## src/rtl/seq_shifter.sv

```systemverilog
`default_nettype none
// ============================================================================
// Module   : seq_shifter
// Function : Iterative shifter with valid/ready handshakes. It shifts STEP bit
//            positions per cycle. Define SEQ_SHIFTER_ROTATE_EN to enable the
//            ROL/ROR opcodes.
// Revision : 1.0 - initial release
// ============================================================================
module seq_shifter #(
    parameter int   WIDTH = 16,
    parameter int   STEP  = 1,
    localparam int  AMT_W = $clog2(WIDTH)
) (
    input  logic             clk,
    input  logic             reset,
    input  logic             in_valid,
    output logic             in_ready,
    input  logic [3:0]       op,
    input  logic [WIDTH-1:0] src_a,
    input  logic [WIDTH-1:0] src_b,
    input  logic [AMT_W-1:0] imm_amt,
    output logic             out_valid,
    input  logic             out_ready,
    output logic [WIDTH-1:0] result,
    output logic             busy
);

    // One extra bit so the counter can also represent STEP == WIDTH.
    localparam int CNT_W = AMT_W + 1;
    localparam logic [CNT_W-1:0] c_step  = CNT_W'(STEP);
    localparam logic [CNT_W-1:0] c_half  = CNT_W'(WIDTH / 2);
`ifdef SEQ_SHIFTER_ROTATE_EN
    localparam logic [CNT_W-1:0] c_width = CNT_W'(WIDTH);
`endif

    typedef enum logic [1:0] {
        ST_IDLE  = 2'd0,
        ST_SHIFT = 2'd1,
        ST_DONE  = 2'd2
    } state_t;

    typedef enum logic [2:0] {
        MD_SHL = 3'd0,
        MD_SHR = 3'd1,
        MD_SRA = 3'd2,
        MD_ROL = 3'd3,
        MD_ROR = 3'd4
    } mode_t;

    state_t           r_state_q,  w_state_d;
    mode_t            r_mode_q,   w_mode_d;
    logic [WIDTH-1:0] r_data_q,   w_data_d;
    logic [WIDTH-1:0] r_result_q, w_result_d;
    logic [CNT_W-1:0] r_rem_q,    w_rem_d;
    logic [CNT_W-1:0] w_step;
    logic [WIDTH-1:0] w_shifted;

    assign w_step = (r_rem_q >= c_step) ? c_step : r_rem_q;

`ifdef SEQ_SHIFTER_ROTATE_EN
    logic [CNT_W-1:0] w_back;
    assign w_back = c_width - w_step;
`endif

    always_comb begin
        w_shifted = r_data_q;
        case (r_mode_q)
            MD_SHL:  w_shifted = r_data_q << w_step;
            MD_SHR:  w_shifted = r_data_q >> w_step;
            MD_SRA:  w_shifted = $unsigned($signed(r_data_q) >>> w_step);
`ifdef SEQ_SHIFTER_ROTATE_EN
            MD_ROL:  w_shifted = (r_data_q << w_step) | (r_data_q >> w_back);
            MD_ROR:  w_shifted = (r_data_q >> w_step) | (r_data_q << w_back);
`endif
            default: w_shifted = r_data_q;
        endcase
    end

    always_comb begin
        w_state_d  = r_state_q;
        w_mode_d   = r_mode_q;
        w_data_d   = r_data_q;
        w_result_d = r_result_q;
        w_rem_d    = r_rem_q;
        case (r_state_q)
            ST_IDLE: begin
                if (in_valid) begin
                    w_data_d = src_a;
                    w_mode_d = MD_SHL;
                    w_rem_d  = {1'b0, imm_amt};
                    case (op)
                        4'h0: w_mode_d = MD_SHL;
                        4'h1: w_mode_d = MD_SHR;
                        4'h2: w_mode_d = MD_SRA;
                        4'h4: begin
                            w_mode_d = src_b[AMT_W] ? MD_SHR : MD_SHL;
                            w_rem_d  = {1'b0, src_b[AMT_W-1:0]};
                        end
                        4'hF: begin
                            // LUI walks src_b up through the normal shift path.
                            w_data_d = src_b;
                            w_rem_d  = c_half;
                        end
`ifdef SEQ_SHIFTER_ROTATE_EN
                        4'h8: w_mode_d = MD_ROL;
                        4'h9: w_mode_d = MD_ROR;
`endif
                        default: w_rem_d = '0;
                    endcase
                    if (w_rem_d == '0) begin
                        w_state_d  = ST_DONE;
                        w_result_d = w_data_d;
                    end else begin
                        w_state_d  = ST_SHIFT;
                    end
                end
            end
            ST_SHIFT: begin
                w_data_d = w_shifted;
                w_rem_d  = r_rem_q - w_step;
                if (w_rem_d == '0) begin
                    w_state_d  = ST_DONE;
                    w_result_d = w_shifted;
                end
            end
            ST_DONE: begin
                if (out_ready) begin
                    w_state_d = ST_IDLE;
                end
            end
            default: w_state_d = ST_IDLE;
        endcase
    end

    always_ff @(posedge clk) begin
        if (reset) begin
            r_state_q  <= ST_IDLE;
            r_mode_q   <= MD_SHL;
            r_data_q   <= '0;
            r_result_q <= '0;
            r_rem_q    <= '0;
        end else begin
            r_state_q  <= w_state_d;
            r_mode_q   <= w_mode_d;
            r_data_q   <= w_data_d;
            r_result_q <= w_result_d;
            r_rem_q    <= w_rem_d;
        end
    end

    assign in_ready  = (r_state_q == ST_IDLE) && !reset;
    assign out_valid = (r_state_q == ST_DONE);
    assign busy      = (r_state_q == ST_SHIFT) || (r_state_q == ST_DONE);
    assign result    = r_result_q;

endmodule
`default_nettype wire
```

## config.mk

```make
export PLATFORM = sky130hd
export DESIGN_NAME = seq_shifter
export DESIGN_NICKNAME = d
export VERILOG_FILES = /design/src/rtl/seq_shifter.sv
export SDC_FILE = /design/constraint.sdc
export NUM_CORES = 1
export LEC_CHECK = 0
export CAP_MARGIN = 20
export CELL_PAD_IN_SITES_DETAIL_PLACEMENT = 1
export CELL_PAD_IN_SITES_GLOBAL_PLACEMENT = 2
export CORE_MARGIN = 10
export CORE_UTILIZATION = 32
export DETAILED_ROUTE_END_ITERATION = 7
export HOLD_SLACK_MARGIN = 0.06
export PLACE_DENSITY = 0.93
export SLEW_MARGIN = 20
export SYNTH_ARGS = -nofsm -noshare
export SYNTH_HDL_FRONTEND = slang
export SYNTH_SLANG_ARGS = --single-unit
```

## constraint.sdc

```tcl
create_clock -name clk -period 5.4 [get_ports clk]
set_input_delay 1.08 -clock clk [delete_from_list [all_inputs] [get_ports clk]]
set_output_delay 1.08 -clock clk [all_outputs]
set_load 0.03 [all_outputs]
```

**Word-level counts from Yosys, hierarchy flattened**

Index checks and enable logic that the tools add are counted.

- Bits in registers: 42
- Input bits: 44
- Output and inout bits: 19
- Logic and storage cells: 57

- Add/subtract/negate cells: 1
- $lt $le $gt $ge: 1
- Equality and inequality tests: 12
- Shifts and indexed selects: 3
- Muxes and demuxes: 21
- Reductions and logical operators: 14

Operators with widths:

| kind | number |
|---|---|
| two-way mux 16 bit | 5 |
| case mux 16 bit (2 select lines) | 2 |
| case mux 16 bit (3 select lines) | 1 |
| two-way mux 5 bit | 4 |
| left shift 16 x 5 -> 16 bit | 1 |
| right shift 16 x 5 -> 16 bit | 1 |
| >>> shifter 16 x 5 -> 16 bit | 1 |
| case mux 2 bit (3 select lines) | 2 |
| case mux 4 bit (3 select lines) | 1 |
| logical NOT 5 bit | 2 |
| case mux 5 bit (2 select lines) | 1 |
| two-way mux 2 bit | 4 |
| inequality test 2 bit (second input constant) | 3 |
| greater-or-equal comparator 5 x 1 -> 1 bit (second input constant) | 1 |
| subtractor 5 bit | 1 |
| equality test 4 x 1 -> 1 bit (second input constant) | 1 |
| equality test 4 x 2 -> 1 bit (second input constant) | 1 |
| equality test 4 x 3 -> 1 bit (second input constant) | 1 |
| equality test 4 bit (second input constant) | 1 |
| logical NOT 4 bit | 1 |
| AND reduction 2 bit | 2 |
| AND reduction 4 bit | 1 |
| equality test 3 x 1 -> 1 bit (second input constant) | 1 |
| equality test 3 x 2 -> 1 bit (second input constant) | 1 |
| other kinds (12) | 12 |

**Longest topological paths before layout**

Gate-level depths: netlist (run 1).

- Depth after elaboration: 9
- Depth in mapped cells: 12
- Mapped depth without buffers: 8

**Least setup slack after synthesis (run 1)**

OpenSTA, ideal clock, no wires.

- Path kind: input to output
- From: input reset
- To: output in_ready
- Arrival: 1847 ps
- Required time: 4320 ps
- Path slack: 2473 ps
- Stages on the path: 3
- Path buffers: 2
- Path through: clkbuf_1 > clkbuf_1 > nor2_1

- Cells in the longest elaborated chain, start to end: 2

RTL lines:

| element | line | RTL |
|---|---|---|
| start: declaration | 15 | `input logic reset,` |
| logical NOT 1 bit | 151 | `assign in_ready = (r_state_q == ST_IDLE) && !reset;` |
| logical AND 1 bit | 151 |  |
| end: declaration | 17 | `output logic in_ready,` |

Every way passes these cells.

**Worst setup path after layout (run 1)**

Same ends and word-level chain as after synthesis.

==> flow_summary.toml, run 1 <==
[detailed_routing]
ant_nets = 0
avgRoutedWirePerCell_um = 17.5
via_per_inst = 5.58
drt_iter0_drc = 211
vias = 3039
wl_um = 9540
drc = 0
dr.pass1.iters = 4

[synth]
ys.flop_type = "dfxtp_1"
syn_area_um2 = 3020
ys_seq_elements = 41
synth-warning-count = 0
ys_seq_area_share_pct = 27.2
synth_cells = 391
async_reset_ff_share_pct = 0
synth_edf_count = 0
syn_nets = 439
ys_types = 51
avgSynthCellArea_um2 = 7.73

[die]
dieHeight_um = 117
die_area_um2 = 13700
die_w_um = 117
pin_count = 63
coreArea_um2 = 9200
initial_core_util_pct = 32.9
fp-row-count = 35

[layout]
final_cell_mix = "62 x clkdlybuf4s50_1, 55 x nand2_1, 41 x dfxtp_1"
final-seq-area_um2 = 821
syn_to_final_growth_pct = 25.1
final_common_cell = "clkdlybuf4s50_1"
fin_nets = 481
multi_input_area_um2 = 1950
fin_util_pct = 41.1
num-fill-cells = 1141
layout-drive-gt1-share_pct = 5.07
n_antenna_cell = 0

[clocking]
path_clk_slew_ps = 80
cts_tree = "yes"
ctsHtreeMaxLevel = 2
cts.sinks = 41
cts_resized = 0
clk_latency_ps = 300
cts_setup_buffers = 0
ctsHoldBuffers = 0
cts_buffers = 5
clockBufferDepth = 2
ctsRootBufferMaster = "clkbuf_8"

[sta]
setup_viol = 0
rsz0062_at_grt = "false"
period_share_pct = 63.4
max_freq_ghz = 0.292
slew_violations = 0
hold_slack_ps = 478
maxSlewHeadroom_pct = 34.8
skew_ps = 6.88
finalHoldViolCount = 0
tightest_slew_ps = 978
tns_ps = 0
fin_crit_ps = 3420

[pwr]
combPwrFrac_pct = 54.7
p_sw_uw = 749
pwr_density_cell_nw_per_um2 = 431
p_clk_share_pct = 16.2
power_frac_seq_pct = 29.1
ir_drop_uv = 144
p_leak_uw = 0.00135
cellInternalPower_uw = 878
p_sw_share_pct = 46.0

[worst_setup_path]
crit_arrival_ps = 2340
critPathLaunchType = "input pin"
path_cells = "clkdlybuf4s50_1, nor2_1, clkdlybuf4s50_1"
cp.required_ps = 4320
worst-path-max-fanout = 2
critPathSlowestCell = "clkdlybuf4s50_1"
crit_buf_inv = 2
endpoint_kind = "primary output"
slowest_delay_ps = 680
cp_top_family = "buffers and inverters"
path_common_cell = "clkdlybuf4s50_1"
path_class = "input pin to primary output"

[placed_design]
dp_hpwl_um = 6720
place_congestion = 0.823
port_buffers = 62

[flow_run]
maxCapViolCount = 0

[grt]
antenna_found_initial = 0
grt_max_degree = 58
grt_pass1_vias = 3160
grt_overflow = 0
track_usage_pct = 14.2
grt_pass1_wl_um = 16000

[outcome]
status = "finished clean"

[worst_hold_path]
hold_class = "flip-flop to flip-flop"
==> worst paths after layout <==
check	from	slack (ps)	depth (start not counted)	to
max	reset	1980	3	in_ready
min	result[13]	480	2	result[13]
max reg2reg	r_state_q[1]	2500	9	result[0]
min reg2reg	result[13]	480	2	result[13]
==> per-stage QoR <==
step	std cells	cell area, µm²	total power, µW	setup slack (ps)
after floorplan	391	3020	1090	2470
after global placement	536	3650	1340	1960
after detailed placement	536	3650	1370	1850
after CTS	544	3770	1630	1950
after global routing	545	3780	1760	1940
final	545	3780	1630	1980
==> metal layers <==
layer  wire length, µm  up-vias  GRT usage, %
li1                  -     1497             -
met4               119        0          3.46
met5                 0        -             0
met1              4570     1470          18.7
met2              4400       63          23.0
met3               458        9          3.01
==> synthesized netlist by cell type, drive strengths merged, types with 3 or more instances <==
master,number,share of area [%]
a211o,14,4.1
a21o,3,0.75
a21oi,24,4.0
a221oi,3,1.1
buf,9,2.9
clkbuf,25,3.1
dfxtp,41,27
ha,4,1.7
inv,21,2.6
mux2i,31,10
nand2,55,6.8
nand2b,19,3.9
nand3,31,5.1
nand3b,18,4.5
nor2,12,1.5
nor2b,7,1.4
nor4b,5,1.7
o2111ai,13,3.8
o211ai,16,4.0
o21ai,6,0.99
or3,4,0.83
==> sequential cells by signal, summed over array words and instances (netlist names) <==
register   count
r_data_q      16
result        16
r_rem_q        5
r_mode_q       2
r_state_q      2
==> cells by family after synthesis <==
group | synth area share (%)
AND/OR/NAND/NOR | 29.2
adder cells (fa/ha/maj) | 1.66
AO/OA/AOI/OAI | 22.4
XOR/XNOR | 0.290
buffers and inverters | 8.57
flip-flops | 27.2
multiplexers | 10.8
==> worst reg2reg max path, stage by stage, from the launching register on <==
cell     delay [ps]
dfxtp_1         360
inv_1            70
ha_1            170
buf_4           220
inv_1           700
a31oi_1         190
and2_1          240
o31a_1          290
buf_4           230
mux2_4          330
==> power by group through the flow <==
stage          logic [µW]  registers, µW  clock network (µW)
2_1_floorplan         578            515                   0
3_3_place_gp          864            474                   0
3_5_place_dp          887            478                   0
4_1_cts               891            472                 270
5_1_grt               986            489                 284
6_report              890            473                 264
==> final cells by class <==
cell class	count	area share, %
well taps	111	3.68
repair buffers	69	17.8
flip-flops and latches	41	21.7
clock buffers	7	2.28
multi-input cells	295	51.6
inverters	21	2.09
clock inverters	1	0.795
No activity file was read; power rests on OpenSTA's default activity.
==> inputs of run 2 (changes only) <==
--- a/config.mk
+++ b/config.mk
@@ -9,10 +9,10 @@
 export CELL_PAD_IN_SITES_DETAIL_PLACEMENT = 1
 export CELL_PAD_IN_SITES_GLOBAL_PLACEMENT = 2
 export CORE_MARGIN = 10
-export CORE_UTILIZATION = 32
+export CORE_UTILIZATION = 27
 export DETAILED_ROUTE_END_ITERATION = 7
 export HOLD_SLACK_MARGIN = 0.06
-export PLACE_DENSITY = 0.93
+export PLACE_DENSITY = 0.85
 export SLEW_MARGIN = 20
 export SYNTH_ARGS = -nofsm -noshare
 export SYNTH_HDL_FRONTEND = slang
==> constraint.sdc (replaced) <==
create_clock -name clk -period 2.8 [get_ports clk]
set_input_delay 0.56 -clock clk [delete_from_list [all_inputs] [get_ports clk]]
set_output_delay 0.56 -clock clk [all_outputs]
set_load 0.03 [all_outputs]
==> run 2 against run 1 <==
  * Critical path depth up 6
  * Clock-buffer cell count is 1 higher
  * Die area up 15%
  * Critical path type is now flip-flop to flip-flop
  * Largest cell class unchanged
==> flow_summary.toml, run 2 (synthesis gave the netlist of run 1 again) <==
[grt]
grt_max_degree = 34
antenna_found_initial = 0
met3_usage_pct = 2.27
grt_pass1_vias = 3269
grt_overflow = 0
track_usage_pct = 12.6
grtUsageMet2_pct = 20.7
busiest_layer = "met2"
grt_util_met1_pct = 16.5
grt_pass1_wl_um = 17100

[detailed_routing]
drt_iter0_drc = 173
ant_nets = 0
wl_um = 10200
drc = 0
avgRoutedWirePerCell_um = 17.4
via_per_inst = 5.29
dr.pass1.iters = 5
vias = 3115

[placed_design]
dp_hpwl_um = 7600
place_congestion = 0.874
port_buffers = 62

[pwr]
pwr_density_cell_nw_per_um2 = 800
combPwrFrac_pct = 58.4
p_leak_uw = 0.00141
p_sw_uw = 1480
ir_drop_uv = 216
p_sw_share_pct = 47.5
cellInternalPower_uw = 1640
total_power_uw = 3120
power_frac_seq_pct = 29.3
p_clk_share_pct = 12.3

[clocking]
ctsRootBufferMaster = "clkbuf_8"
cts_tree = "yes"
cts_buffers = 5
cts_resized = 0
ctsHoldBuffers = 0
clockBufferDepth = 2
path_clk_slew_ps = 80
cts.sinks = 41
clk_latency_ps = 290
ctsHtreeMaxLevel = 2
cts_setup_buffers = 0

[sta]
tightest_slew_ps = 666
hold_slack_ps = 480
period_share_pct = 88.1
finalHoldViolCount = 0
skew_ps = 8.39
max_freq_ghz = 0.406
tns_ps = 0
maxSlewHeadroom_pct = 55.3
rsz0062_at_grt = "false"
setup_viol = 0
slew_violations = 0
fin_crit_ps = 2470

[layout]
n_antenna_cell = 0
final_cell_mix = "61 x clkdlybuf4s50_1, 55 x nand2_1, 41 x dfxtp_1"
layout-drive-gt1-share_pct = 7.80
final_common_cell = "clkdlybuf4s50_1"
fin_nets = 496
syn_to_final_growth_pct = 29.0

[worst_setup_path]
slowest_delay_ps = 470
critPathLaunchType = "flip-flop"
path_cells = "nor3_2, a21o_1, ha_1, nor3_1, o211ai_1, and2_1, o31a_1, buf_12, mux2i_1"
crit_buf_inv = 1
endpoint_kind = "flip-flop"
critPathSlowestCell = "dfxtp_1"
path_class = "flip-flop to flip-flop"
worst-path-max-fanout = 15
critical_path_depth = 9
ff2ff_path_depth = 9
r2r_end = "result[12]"
rrSetupSlack_ps = 330
cp.required_ps = 2980
cp_top_family = "compound AO/OA/AOI/OAI gates"
crit_arrival_ps = 2640
r2r_start = "r_rem_q[1]"

[worst_hold_path]
hold_class = "flip-flop to flip-flop"
hold_start = "result[7]"
min_to = "result[7]"
hold_depth = 2

[die]
die_w_um = 126
coreArea_um2 = 10900
pin_count = 63
fp-row-count = 38
initial_core_util_pct = 27.8
dieHeight_um = 126
die_area_um2 = 15800

[flow_run]
maxCapViolCount = 0

[outcome]
status = "finished clean"
-- run 2: cell types whose count changed in the layout (fill, tap and decap cells not counted) --
cell             change
buf_12               +1
buf_4               +16
bufinv_16            -1
clkbuf_1             +2
clkbuf_4             -1
clkbuf_8             -1
clkdlybuf4s50_1      -1
o21ai_1              +1
o21ai_2              -1
-- run 2: through the flow --
step	area (µm²)	cells	utilization [%]	setup slack, ps
finish	3900	589	35.8	334
global route	3900	589	35.8	117
CTS	3900	589	35.8	331
detailed placement	3820	581	35.1	72.8
global placement	3820	581	35.1	162
floorplan	3020	391	-	43.8
-- run 2: worst register-to-register path, delay by kind of cell (launching register included) --
kind,cells,cell delay (ps)
buffers and inverters,1,180
adder cells (fa/ha/maj),1,310
AND/OR/NAND/NOR,3,500
AO/OA/AOI/OAI,3,760
flip-flops,1,470
multiplexers,1,130
-- run 2: worst max-delay path by stage --
stage / to / slack, ps / startpoint
4_1_cts: result[1] / 330 / r_rem_q[1]
2_1_floorplan: result[0] / 40 / r_rem_q[1]
5_1_grt: result[7] / 120 / r_rem_q[1]
3_3_place_gp: r_state_q[1] / 160 / op[2]
6_report: result[12] / 330 / r_rem_q[1]
3_5_place_dp: r_state_q[1] / 70 / op[2]
-- run 2: layer usage --
layer  up-vias  share of wire, %
met4         0              0.60
met5         -                 0
li1       1536                 -
met1      1506                48
met3         4               3.9
met2        69                47
-- run 2: power by group through the flow --
stage | registers, µW | clock network (µW) | logic, µW
after CTS | 911 | 397 | 1840
final | 914 | 383 | 1820
after global placement | 916 | 0 | 1790
after global routing | 942 | 419 | 2000
after detailed placement | 923 | 0 | 1830
after floorplan | 993 | 0 | 1110
-- run 2: layout make-up --
type                            instances  area (µm²)
Fill cell                            1324        6990
Multi-Input combinational cell        295        1950
Sequential cell                        41         821
Timing Repair Buffer                   84         796
Tap cell                              140         175
Clock buffer                            8        80.1
Inverter                               21        78.8
==> inputs of run 3 (changes only) <==
--- a/config.mk
+++ b/config.mk
@@ -10,6 +10,7 @@
 export CELL_PAD_IN_SITES_GLOBAL_PLACEMENT = 2
 export CORE_MARGIN = 10
 export CORE_UTILIZATION = 27
+export CTS_CLUSTER_SIZE = 12
 export DETAILED_ROUTE_END_ITERATION = 7
 export HOLD_SLACK_MARGIN = 0.06
 export PLACE_DENSITY = 0.85
==> results of run 3 <==
No change in the layout: final DEF, timing and power equal those of run 2.
